--- config.mk ---
export PLATFORM = sky130hd
export DESIGN_NAME = pzcorebus_packed_serializer
export DESIGN_NICKNAME = d
export VERILOG_FILES = /design/src/rtl/pzcorebus_packed_serializer.sv
export SDC_FILE = /design/constraint.sdc
export NUM_CORES = 1
export LEC_CHECK = 0
export ABC_CLOCK_PERIOD_IN_PS = 1760
export CAP_MARGIN = 20
export CELL_PAD_IN_SITES_DETAIL_PLACEMENT = 1
export CELL_PAD_IN_SITES_GLOBAL_PLACEMENT = 2
export CORE_MARGIN = 2
export CORE_UTILIZATION = 30
export CTS_CLUSTER_DIAMETER = 40
export CTS_CLUSTER_SIZE = 28
export DETAILED_ROUTE_END_ITERATION = 16
export PLACE_DENSITY_LB_ADDON = 0.15
export SYNTH_ARGS = -nofsm -noshare
export SYNTH_HDL_FRONTEND = slang
export SYNTH_SLANG_ARGS = --single-unit
--- constraint.sdc ---
create_clock -name i_clk -period 1.76 [get_ports i_clk]
set_input_delay 0.352 -clock i_clk [delete_from_list [all_inputs] [get_ports i_clk]]
set_output_delay 0.352 -clock i_clk [all_outputs]
set_load 0.01 [all_outputs]
--- src/rtl/pzcorebus_packed_serializer.sv ---
// Serializes one packed corebus channel word into LINK_WIDTH-bit link beats, LSB slice first.
// Define PZCOREBUS_PACKED_SERIALIZER_PARITY_EN to add an even-parity output per beat.
module pzcorebus_packed_serializer #(
    parameter int PACKED_WIDTH = 64,
    parameter int LINK_WIDTH   = 16
) (
    input  logic                    i_clk,
    input  logic                    i_rst,
    input  logic                    i_valid,
    output logic                    o_accept,
    input  logic [PACKED_WIDTH-1:0] i_data,
    output logic                    o_link_valid,
    input  logic                    i_link_accept,
    output logic [LINK_WIDTH-1:0]   o_link_data,
    output logic                    o_link_last,
    output logic                    o_busy
`ifdef PZCOREBUS_PACKED_SERIALIZER_PARITY_EN
    ,
    output logic                    o_link_parity
`endif
);

    // state | meaning
    // IDLE  | no word held
    // SEND  | word held, count = index of the beat being presented

    localparam int BEATS_RAW   = (PACKED_WIDTH + LINK_WIDTH - 1) / LINK_WIDTH;
    localparam int BEATS       = (BEATS_RAW > 1) ? BEATS_RAW : 1;
    localparam int COUNT_WIDTH = (BEATS > 1) ? $clog2(BEATS) : 1;
    localparam int HOLD_WIDTH  = BEATS * LINK_WIDTH;
    localparam logic [COUNT_WIDTH-1:0] LAST_COUNT = COUNT_WIDTH'(BEATS - 1);

    typedef enum logic {
        IDLE,
        SEND
    } state_t;

    state_t                               state;
    state_t                               state_next;
    logic [COUNT_WIDTH-1:0]               count;
    logic [COUNT_WIDTH-1:0]               count_next;
    logic [BEATS-1:0][LINK_WIDTH-1:0]     hold;
    logic [HOLD_WIDTH-1:0]                data_ext;
    logic                                 load;
    logic                                 beat_done;

    always_comb begin
        data_ext                   = '0;
        data_ext[PACKED_WIDTH-1:0] = i_data;
    end

    always_ff @(posedge i_clk) begin
        if (i_rst) begin
            state <= IDLE;
            count <= '0;
            hold  <= '0;
        end else begin
            state <= state_next;
            count <= count_next;
            if (load) begin
                hold <= data_ext;
            end
        end
    end

    assign load      = i_valid && o_accept;
    assign beat_done = o_link_valid && i_link_accept;

    // A load on the last beat restarts the counter, giving zero-bubble back-to-back words.
    always_comb begin
        state_next = state;
        count_next = count;
        case (state)
            IDLE: begin
                if (load) begin
                    state_next = SEND;
                    count_next = '0;
                end
            end
            SEND: begin
                if (beat_done) begin
                    if (o_link_last) begin
                        state_next = load ? SEND : IDLE;
                        count_next = '0;
                    end else begin
                        count_next = count + COUNT_WIDTH'(1);
                    end
                end
            end
            default: begin
                state_next = IDLE;
                count_next = '0;
            end
        endcase
    end

    always_comb begin
        o_link_valid = (state == SEND);
        o_busy       = (state == SEND);
        o_link_last  = (state == SEND) && (count == LAST_COUNT);
        o_link_data  = hold[count];
        o_accept     = !i_rst && ((state == IDLE) || (o_link_last && i_link_accept));
    end

`ifdef PZCOREBUS_PACKED_SERIALIZER_PARITY_EN
    assign o_link_parity = ^o_link_data;
`endif

endmodule

Word-level counts from Yosys, hierarchy flattened
Index checks and enable logic that the tools add are counted.
{"block": "word_totals", "reg_bits": 67, "n_memories": 0, "elab_cells": 30, "latch_bits": 0, "ramBits": 0, "in_bits": 68, "rom_bits": 0, "out_inout_bits": 20}
{"block": "op_classes", "muxes": 10, "n_mul": 0, "n_div": 0, "n_shift": 0, "n_reduce_logical": 8, "addsub": 1, "n_eq_ne": 3, "n_lt_le_gt_ge": 1, "n_bitwise": 1}
{"op": "binary-select mux 16 bit (select 2 bit)", "count": 1}
{"op": "2-to-1 mux 16 bit", "count": 1}
{"op": "2-to-1 mux 2 bit", "count": 3}
{"op": "logical AND 1 bit", "count": 5}
{"op": "case mux 2 bit (2 select lines)", "count": 1}
{"op": "< comparator 2 x 3 -> 1 bit, second input constant", "count": 1}
{"op": "2-to-1 mux 1 bit", "count": 3}
{"op": "adder 2 x 1 -> 2 bit, second input constant", "count": 1}
{"op": "equality test 2 bit, second input constant", "count": 1}
{"op": "inequality test 2 x 1 -> 1 bit, second input constant", "count": 1}
{"op": "inequality test 2 bit, second input constant", "count": 1}
{"op": "case mux 1 bit (2 select lines)", "count": 1}
{"op": "AND reduction 2 bit", "count": 1}
{"op": "logical NOT 1 bit", "count": 1}
{"op": "logical OR 1 bit", "count": 1}
{"op": "NOT 1 bit", "count": 1}

Longest topological paths before layout
Gate-level depths: netlist of the first run.
{"block": "logic_depth", "ltp_word": 10, "depth_mapped": 6, "ltp_nobuf": 4}

Least setup slack after synthesis of the first run
No wires, ideal clock.
{"block": "synth_path", "path_kind": "reg2out", "startpoint": "reg count[1]", "endpoint": "out o_link_data[0]", "t_arrival_ns": 1.322, "stages_incl_launch_ff": 4, "t_required_ns": 1.408, "slack_ns": 0.086, "n_path_buf": 2, "cell_sequence": "dfxtp_1 buf_2 buf_4 mux4_2"}
{"block": "synth_via", "elab_chain_cells": 2}
{"item": "from (decl)", "line_no": "40", "text": "logic [COUNT_WIDTH-1:0] count;"}
{"item": "from (signal assigned)", "line_no": "59", "text": "count <= count_next;"}
{"item": "binary-select mux 16 bit (select 2 bit)", "line_no": "101", "text": "o_link_data = hold[count];"}
{"item": "2-to-1 mux 16 bit (not written as such)", "line_no": "101"}
{"item": "to (decl)", "line_no": "14", "text": "output logic [LINK_WIDTH-1:0] o_link_data,"}
No other way between the ends. The select of a mux whose other input is x is not followed.

Final worst setup path of the first run
{"block": "layout_path", "startpoint": "reg count[1]", "endpoint": "out o_link_data[6]"}
The elaborated chain is that of the path after synthesis.

==> impl_metrics.tcl, run 1 <==
set metrics [dict create \
    ant_nets 0 \
    ioPinCount 88 \
    cts_max_level 3 \
    fin_nets 423 \
    grt_pass1_vias 2397 \
    start_kind "flop" \
    setup_violations 76 \
    clk_pin_slew_ns 0.07 \
    slowest_delay_ns 0.52 \
    path_delay_family "multiplexers" \
    p_leak_uw 0.00197 \
    ys_async_sr_fraction_pct 0 \
    area_growth_pct 43.5 \
    final_cells 499 \
    cts_sinks 67 \
    die_w_um 110 \
    fin_util_pct 44.2 \
    critical_path_depth 3 \
    yosys_warnings 0 \
    dieArea_sq_um 12000 \
    synth_top_area_share_pct 40.0 \
    core_area_sq_um 10900 \
    cts_buffers 9 \
    grt_max_degree 68 \
    drt_iter0_markers 38 \
    drv_slew 0 \
    clockRootBuffer "clkbuf_8" \
    fin_worst_skew_ns 0.00428 \
    crit_slowest_cell "mux4_2" \
    synthTopCellsByArea "dfxtp_1, mux2_4, nor2b_1, mux4_2, buf_12" \
    synthCells 243 \
    io_buffers 87 \
    fin_ws_ns -0.146 \
    start_util_pct 30.8 \
    first_pass_iters 3 \
    worstMarginPinSlew_ns 0.323 \
    dp.cells 470 \
    track_usage_pct 13.7 \
    synth_top_area_cell "dfxtp_1" \
    avgSynthCellArea_sq_um 13.8 \
    wirelength_mm 7.73 \
    drc 0 \
    setup_tns_ns -5.87 \
    multiInputGateArea_sq_um 1840 \
    endpoint_kind "primary output" \
    final_common_cell "clkdlybuf4s50_1" \
    fin_crit_ns 1.91 \
    grt_pass1_wl_mm 12.1 \
    layout_common_cells "clkdlybuf4s50_1, dfxtp_1, mux2_4" \
    outcome "finished with violations" \
    antenna_found_initial 0 \
    ys_seq_area_share_pct 40.0 \
    routed_via_density 4.43 \
    cp_num_buf_inv 2 \
    powerDensity_nw_per_um2 737 \
    dp_hpwl_mm 5.08 \
    maxSlewHeadroom_pct 78.5 \
    path_class "flop to primary output" \
    vdd_ir_drop_max_uv 403 \
    grt.overflow.total 0 \
    rows 38 \
    rsz0062_at_grt "true" \
    period_share_pct 108 \
    num_antenna_cells 0 \
    reg2reg_depth 9 \
    place.gp.congestion 0.683 \
    arrival_ns 1.55 \
    cts_tree "yes" \
    yosysUniqueCellTypes 18 \
    max_cap_viol_count 0 \
    wire_per_inst_um 15.5 \
    fillers 1161 \
    cts_buffer_depth 2 \
    synth_nets 312 \
    synthFlopType "dfxtp_1" \
    synth_seq_cells 67 \
    min_path_type "input port to flop" \
    drive_above_1_share_pct 41.8 \
    crit_required_ns 1.41 \
    cts_hold_buf 0 \
    path_max_fanout 8 \
    holdPathStages 3 \
    violations "setup timing" \
    die_h_um 110 \
    vias 2209 \
    seqCellArea_sq_um 1350 \
    insertion_delay_ns 0.35 \
    synth_edf_count 0 \
    syn_area_sq_um 3350 \
    path_cells "buf_12 > mux4_2 > buf_6" \
    max_freq_mhz 525 \
    hold_viol 0 \
]
[cells in the mapped netlist (2+ instances only)]
cell / number
dfxtp_1: 67
mux2_4: 60
nor2b_1: 58
mux4_2: 16
and2b_1: 6
buf_12: 6
nor2_1: 6
clkbuf_1: 5
buf_2: 4
mux2_2: 4
a32oi_1: 2
buf_4: 2
buf_6: 2
[layer usage]
metal	part of all wire, %	up-vias	GRT usage (%)
li1	-	1065	-
met1	45	1075	16.3
met4	1.7	0	5.42
met3	5.9	11	4.86
met2	47	58	22.5
met5	0	-	0
[repair_timing]
item	in CTS	in global routing
cloned	2	1
resized for setup	96	9
pin swaps	1	3
buffers inserted	8	4
setup endpoints to repair	82	81
[kinds of logic after synthesis]
logic type                 count (synthesis)  synth area share [%]
muxes                                     81                  39.3
and+or+nand+nor                           72                  13.4
DFF                                       67                  40.0
buffers and inverters                     19                  5.86
AOI/OAI and AO/OA                          3                  1.08
adders and majority gates                  1                 0.373
[flip-flops by register name, summed over array words and instances, names as in the netlist]
signal  cells
count       2
hold       64
o_busy      1
[where the power goes]
| part | internal (uW) | leakage, uW | switching [uW] |
|---|---|---|---|
| Clock | 586 | 0.0000905 | 563 |
| Sequential | 1620 | 0.000553 | 50.5 |
| Combinational | 502 | 0.00133 | 220 |
| Total | 2710 | 0.00197 | 834 |
[layout make-up]
| class | count | share of cell area [%] |
|---|---|---|
| clock buffer | 14 | 3.38 |
| clock inverter | 2 | 0.208 |
| multi-input combinational | 157 | 38.3 |
| sequential | 67 | 28.0 |
| tap | 140 | 3.64 |
| timing repair buffer | 119 | 26.4 |
[through the flow]
step                      hold WS (ns)  power [uW]  setup WS (ns)  instance area, sq um
final                            0.501        3550         -0.146                  4810
after detailed placement         0.580        2380         -0.270                  4430
after floorplan                  0.473        2080         0.0860                  3350
after global routing             0.527        3720         -0.214                  4810
after CTS                        0.502        3600         -0.175                  4770
after global placement           0.580        2380         -0.277                  4430
[tightest hold or removal path: stages]
cell and delay (ns):
buf_2 0.14, buf_12 0.19, nor2_1 0.12
[final timing paths]
kind / start / to / slack, ns
worst max-delay path: count[1]$_SDFFE_PP0P_ / o_link_data[6] / -0.15
worst min-delay path: i_rst / count[0]$_SDFFE_PP0P_ / 0.50
worst max register to register: count[1]$_SDFFE_PP0P_ / hold[12]$_SDFFE_PP0P_ / -0.12
worst min register to register: hold[40]$_SDFFE_PP0P_ / hold[40]$_SDFFE_PP0P_ / 0.59
Power figures use the tool's default switching activity.
==> inputs of run 2 (changes only) <==
- ABC_CLOCK_PERIOD_IN_PS: 1760 -> 1600
- CORE_UTILIZATION: 30 -> 29
- PLACE_DENSITY: default -> 0.78
- PLACE_DENSITY_LB_ADDON: 0.15 -> default
- clock period: 1.76 -> 1.6 ns (I/O delays scaled with it)
==> run 2 against run 1 <==
The run still ends with setup timing left. Sequential share of layout area fell by 0.99 points. Non-clock buffer count unchanged. Design area increased by 3.8%. Clock skew rose by 0.0015 ns. Critical path depth unchanged. Core utilization decreased by 0.28 points. Clock power grew 72%. Hold slack better by 0.0046 ns. Critical path type unchanged. Largest power group is now the clock network. Highest routed layer unchanged.
==> impl_metrics.tcl, run 2 (synthesized netlist as in run 1, its figures left out) <==
set metrics [dict create \
    dieArea_sq_um 12400 \
    path_cells "buf_12 > mux4_2 > buf_6" \
    powerDensity_nw_per_um2 927 \
    fin_ws_ns -0.247 \
    cts_sinks 67 \
    intPower_uw 3630 \
    grt_pass1_wl_mm 13.2 \
    clk_pin_slew_ns 0.05 \
    start_util_pct 29.5 \
    pre_cts_ws_ns -0.367 \
    rows 39 \
    cts_buffer_depth 2 \
    cts_buffers 9 \
    arrival_ns 1.53 \
    fin_nets 423 \
    pwr-share-comb_pct 17.4 \
    setup_tns_ns -12.35 \
    start_kind "flop" \
    seq_power_share_pct 39.9 \
    largest_reg_flops 64 \
    critical_path_depth 3 \
    wire_per_inst_um 16.1 \
    cp-startpoint "count[1]$_SDFFE_PP0P_" \
    track_usage_pct 13.6 \
    path_delay_family "multiplexers" \
    cts_tree "yes" \
    setup_violations 82 \
    cts_hold_buf 0 \
    first_pass_iters 2 \
    drive_above_1_share_pct 41.9 \
    rsz0062_at_grt "true" \
    cts_max_level 3 \
    max_cap_viol_count 0 \
    min_delay_worst_endpoint "count[0]$_SDFFE_PP0P_" \
    pwr-share-clk_pct 42.7 \
    path_class "flop to primary output" \
    cp_num_buf_inv 2 \
    place.gp.congestion 0.717 \
    holdPathStages 3 \
    p_leak_uw 0.00204 \
    die_h_um 112 \
    ant_nets 0 \
    die_w_um 112 \
    clockRootBuffer "clkbuf_16" \
    layout_common_cells "clkdlybuf4s50_1, dfxtp_1, mux2_4" \
    io_buffers 87 \
    fin_crit_ns 1.85 \
    drv_slew 0 \
    fin_worst_skew_ns 0.00580 \
    dp.cells 472 \
    crit_slowest_cell "mux4_2" \
    slowest_delay_ns 0.53 \
    area_growth_pct 48.9 \
    path_max_fanout 6 \
    grt_max_degree 68 \
    violations "setup timing" \
    vias 2182 \
    outcome "finished with violations" \
    num_antenna_cells 0 \
    vdd_ir_drop_max_uv 742 \
    timing.rr.start "count[1]$_SDFFE_PP0P_" \
    reg2reg_depth 8 \
    grt.overflow.total 0 \
    p_switching_uw 998 \
    drt_iter0_markers 52 \
    final_common_cell "clkdlybuf4s50_1" \
    switching_share_pct 21.6 \
    period_share_pct 115 \
    min_path_type "input port to flop" \
    max_freq_mhz 541 \
    drc 0 \
    final_cells 501 \
    dp_hpwl_mm 5.07 \
    grt_pass1_vias 2485 \
    core_area_sq_um 11400 \
    regMostFlops "hold" \
    worstMarginPinSlew_ns 0.297 \
    routed_via_density 4.36 \
    rrSetupSlack_ns -0.21 \
    min_from "i_rst" \
    antenna_found_initial 0 \
    maxSlewHeadroom_pct 80.2 \
    insertion_delay_ns 0.32 \
    timing.rr.end "hold[11]$_SDFFE_PP0P_" \
    wirelength_mm 8.09 \
    crit_required_ns 1.28 \
    endpoint_kind "primary output" \
    hold_viol 0 \
    ioPinCount 88 \
]
run 2: final cells by class:
cell class	instances	area, sq um
repair buffers	119	1320
clock inverters	2	35.0
fillers	1191	6380
well taps	143	179
clock buffers	13	260
multi-input cells	157	1850
flip-flops and latches	67	1350
run 2: what timing repair did:
| item | 4_1_cts | 5_1_grt |
|---|---|---|
| cloned | 6 | 1 |
| pin swaps | 2 | 0 |
| gates resized for setup | 110 | 18 |
| buffers inserted | 12 | 5 |
| setup endpoints to repair | 84 | 82 |
run 2: how the worst max path moves through the flow:
stage                                  endpoint
final                            o_link_data[5]
after global routing             o_link_data[5]
after CTS                        o_link_data[0]
after detailed placement  hold[39]$_SDFFE_PP0P_
after global placement    hold[10]$_SDFFE_PP0P_
after floorplan                  o_link_data[0]
run 2: layer usage:
layer / vias to the layer above / part of all wire, % / global-route usage, %
met4: 0 / 1.0 / 4.20
met2: 57 / 50 / 23.3
li1: 1062 / - / -
met3: 7 / 5.8 / 4.63
met1: 1056 / 44 / 16.2
met5: - / 0 / 0
run 2: tightest hold or removal path, cell delays in order:
cell    delay, ns
buf_2        0.14
buf_12       0.21
nor2_1       0.12
run 2: power groups by stage:
stage / Combinational, uW / Clock (uW) / Sequential [uW]
4_1_cts: 833 / 2020 / 1840
3_5_place_dp: 742 / 0 / 1880
3_3_place_gp: 732 / 0 / 1880
6_report: 807 / 1980 / 1840
5_1_grt: 859 / 2110 / 1860
2_1_floorplan: 434 / 0 / 1860
run 2: per-stage QoR:
stage	power (uW)	area, sq um	utilization (%)	hold slack (ns)
after CTS	4700	5060	44.5	0.504
after global placement	2610	4420	38.8	0.568
after global routing	4830	4990	43.9	0.533
after detailed placement	2620	4420	38.8	0.574
after floorplan	2290	3360	-	0.441
final	4630	4990	43.9	0.506
==> inputs of run 3 (changes only) <==
- ABC_AREA: default -> 1
- CORE_UTILIZATION: 29 -> 23
- PLACE_DENSITY: 0.78 -> 0.79
- REMOVE_ABC_BUFFERS: default -> 1
==> run 3 against run 2 <==
The run still ends with setup timing left. Setup slack better by 0.12 ns. Design area is 4.6% lower. Wire length increased by 33%.
==> impl_metrics.tcl, run 3 <==
set metrics [dict create \
    rrSetupSlack_ns -0.02 \
    path_max_fanout 6 \
    place.gp.congestion 0.721 \
    dp_hpwl_mm 6.76 \
    worstMarginPinSlew_ns 0.388 \
    wire_per_inst_um 15.9 \
    reg2reg_depth 9 \
    hold_viol 0 \
    routed_via_density 4.72 \
    grt.overflow.total 0 \
    cts_hold_buf 0 \
    outcome "finished with violations" \
    fin_nets 568 \
    area_growth_pct 62.9 \
    synth_top_family_by_area "simple AND/OR/NAND/NOR gates" \
    grt_pass1_vias 3224 \
    start_kind "flop" \
    synthTopCellsByArea "dfxtp_1, nand3_1, nand2_1, o21ai_0, nor2_1" \
    ioPinCount 88 \
    cts_sinks 67 \
    timing.rr.start "count[0]$_SDFFE_PP0P_" \
    ys_top_cells_by_count "nand3_1, nand2_1, dfxtp_1, nor2_1, o21ai_0" \
    path_class "flop to primary output" \
    synth_top_area_cell "dfxtp_1" \
    place_area_sq_um 4100 \
    drv_slew 0 \
    synth_seq_cells 67 \
    met1_usage_pct 18.9 \
    largest_reg_flops 64 \
    maxSlewHeadroom_pct 74.1 \
    io_buffers 87 \
    endpoint_kind "primary output" \
    fin_worst_skew_ns 0.00517 \
    drt_iter0_markers 72 \
    drc 0 \
    ant_nets 0 \
    num_antenna_cells 0 \
    rows 41 \
    core_area_sq_um 12500 \
    ys_async_sr_fraction_pct 0 \
    cts_tree "yes" \
    clk_pin_slew_ns 0.06 \
    regMostFlops "hold" \
    first_pass_iters 4 \
    min_delay_worst_endpoint "hold[36]$_SDFFE_PP0P_" \
    synth_top_area_share_pct 45.9 \
    synth_adder_area_share_pct 0.428 \
    rsz0062_at_grt "true" \
    syn_area_sq_um 2920 \
    avgSynthCellArea_sq_um 7.33 \
    pre_cts_ws_ns -0.403 \
    yosysMostFrequentCell "nand3_1" \
    crit_required_ns 1.28 \
    clockRootBuffer "clkbuf_16" \
    cts_buffers 9 \
    grtUsageMet2_pct 26.6 \
    insertion_delay_ns 0.33 \
    final_common_cell "nand3_1" \
    synth_xor_area_share_pct 0 \
    cts_buffer_depth 2 \
    min_path_type "flop to flop" \
    max_cap_viol_count 0 \
    setup_violations 29 \
    fin_ws_ns -0.127 \
    holdPathStages 2 \
    start_util_pct 23.4 \
    max_freq_mhz 579 \
    synthFlopType "dfxtp_1" \
    fillers 1513 \
    synthMuxAreaShare_pct 0 \
    powerDensity_nw_per_um2 1030 \
    die_w_um 117 \
    synth-simple-area-share_pct 36.3 \
    min_from "hold[36]$_SDFFE_PP0P_" \
    antenna_found_initial 0 \
    grt_pass1_wl_mm 15.9 \
    wirelength_mm 10.8 \
    ys_seq_area_share_pct 45.9 \
    synth_compound_area_share_pct 9.72 \
    synth_edf_count 0 \
    period_share_pct 108 \
    synthCells 399 \
    grt_max_degree 39 \
    vias 3191 \
    arrival_ns 1.41 \
    dieArea_sq_um 13600 \
    fin_crit_ns 1.73 \
    track_usage_pct 15.2 \
    drive_above_1_share_pct 20.6 \
    violations "setup timing" \
    layout_common_cells "nand3_1, nand2_1, clkdlybuf4s50_1" \
    cts_max_level 3 \
    yosysUniqueCellTypes 15 \
    use_met3_pct 3.68 \
    timing.rr.end "hold[13]$_SDFFE_PP0P_" \
    grt-busiest-layer "met2" \
    final_area_sq_um 4760 \
    vdd_ir_drop_max_uv 457 \
    yosys_warnings 0 \
    p_leak_uw 0.00214 \
    fin_total_pwr_uw 4890 \
    die_h_um 117 \
]
[run 3: changes by cell type after synthesis, moves of 16 or more]
cell	delta
nor2b_1	-58
nand3_1	+132
nand2_1	+70
mux4_2	-16
nor2_1	+28
o22ai_1	+16
o21ai_0	+32
mux2_4	-60
[run 3: per-stage QoR]
| stage | cells | utilization [%] | TNS, ns | hold WS (ns) |
|---|---|---|---|---|
| 6_report | 676 | 38.0 | -1.46 | 0.460 |
| 5_1_grt | 676 | 38.0 | -6.74 | 0.482 |
| 4_1_cts | 671 | 36.3 | -2.32 | 0.465 |
| 3_5_place_dp | 651 | 32.8 | -21.09 | 0.455 |
| 3_3_place_gp | 651 | 32.8 | -18.73 | 0.450 |
| 2_1_floorplan | 363 | - | -87.83 | 0.389 |
[run 3: cell families (layout without fill, tap and decap cells)]
| group | after synthesis | after routing |
|---|---|---|
| AND/OR/NAND/NOR | 237 | 237 |
| flip-flops | 67 | 67 |
| AO/OA/AOI/OAI | 52 | 52 |
| buffers and inverters | 42 | 147 |
| adder cells (fa/ha/maj) | 1 | 1 |
[run 3: worst max path at each step]
stage,from,end,slack (ns),cells past startpoint
global placement,i_link_accept,o_accept,-0.39,4
CTS,count[0]$_SDFFE_PP0P_,o_link_data[9],-0.17,4
finish,count[0]$_SDFFE_PP0P_,o_link_data[1],-0.13,5
detailed placement,i_link_accept,o_accept,-0.40,4
floorplan,count[0]$_SDFFE_PP0P_,hold[0]$_SDFFE_PP0P_,-1.26,5
global route,count[0]$_SDFFE_PP0P_,o_link_data[5],-0.18,5
[run 3: repair_timing]
action / CTS / global route
endpoints found under the setup margin: 84 / 61
resized for setup: 122 / 35
buffers inserted: 3 / 2
cloned: 1 / 6
pin swaps: 19 / 16
[run 3: power by group]
group | internal (uW) | switching [uW]
logic | 481 | 453
clock network | 1360 | 730
registers | 1790 | 77.0
[run 3: routing by layer]
layer  wire, um  share of wire, %
met2       5050                47
met3        463               4.3
met5          0                 0
met1       5060                47
met4        201               1.9
[run 3: cell type report]
type	instances	area [sq um]	area share [%]
timing repair buffer	125	1340	28.1
clock inverter	5	77.6	1.63
sequential	67	1350	28.4
tap	172	215	4.52
inverter	6	27.5	0.578
clock buffer	11	233	4.89
multi-input combinational	290	1520	31.9
[run 3: critical path, cell delays in order (launching register included)]
cell and delay (ns):
dfxtp_4 0.38, buf_8 0.14, buf_12 0.14, o21ai_2 0.06
o22ai_1 0.18, buf_2 0.18
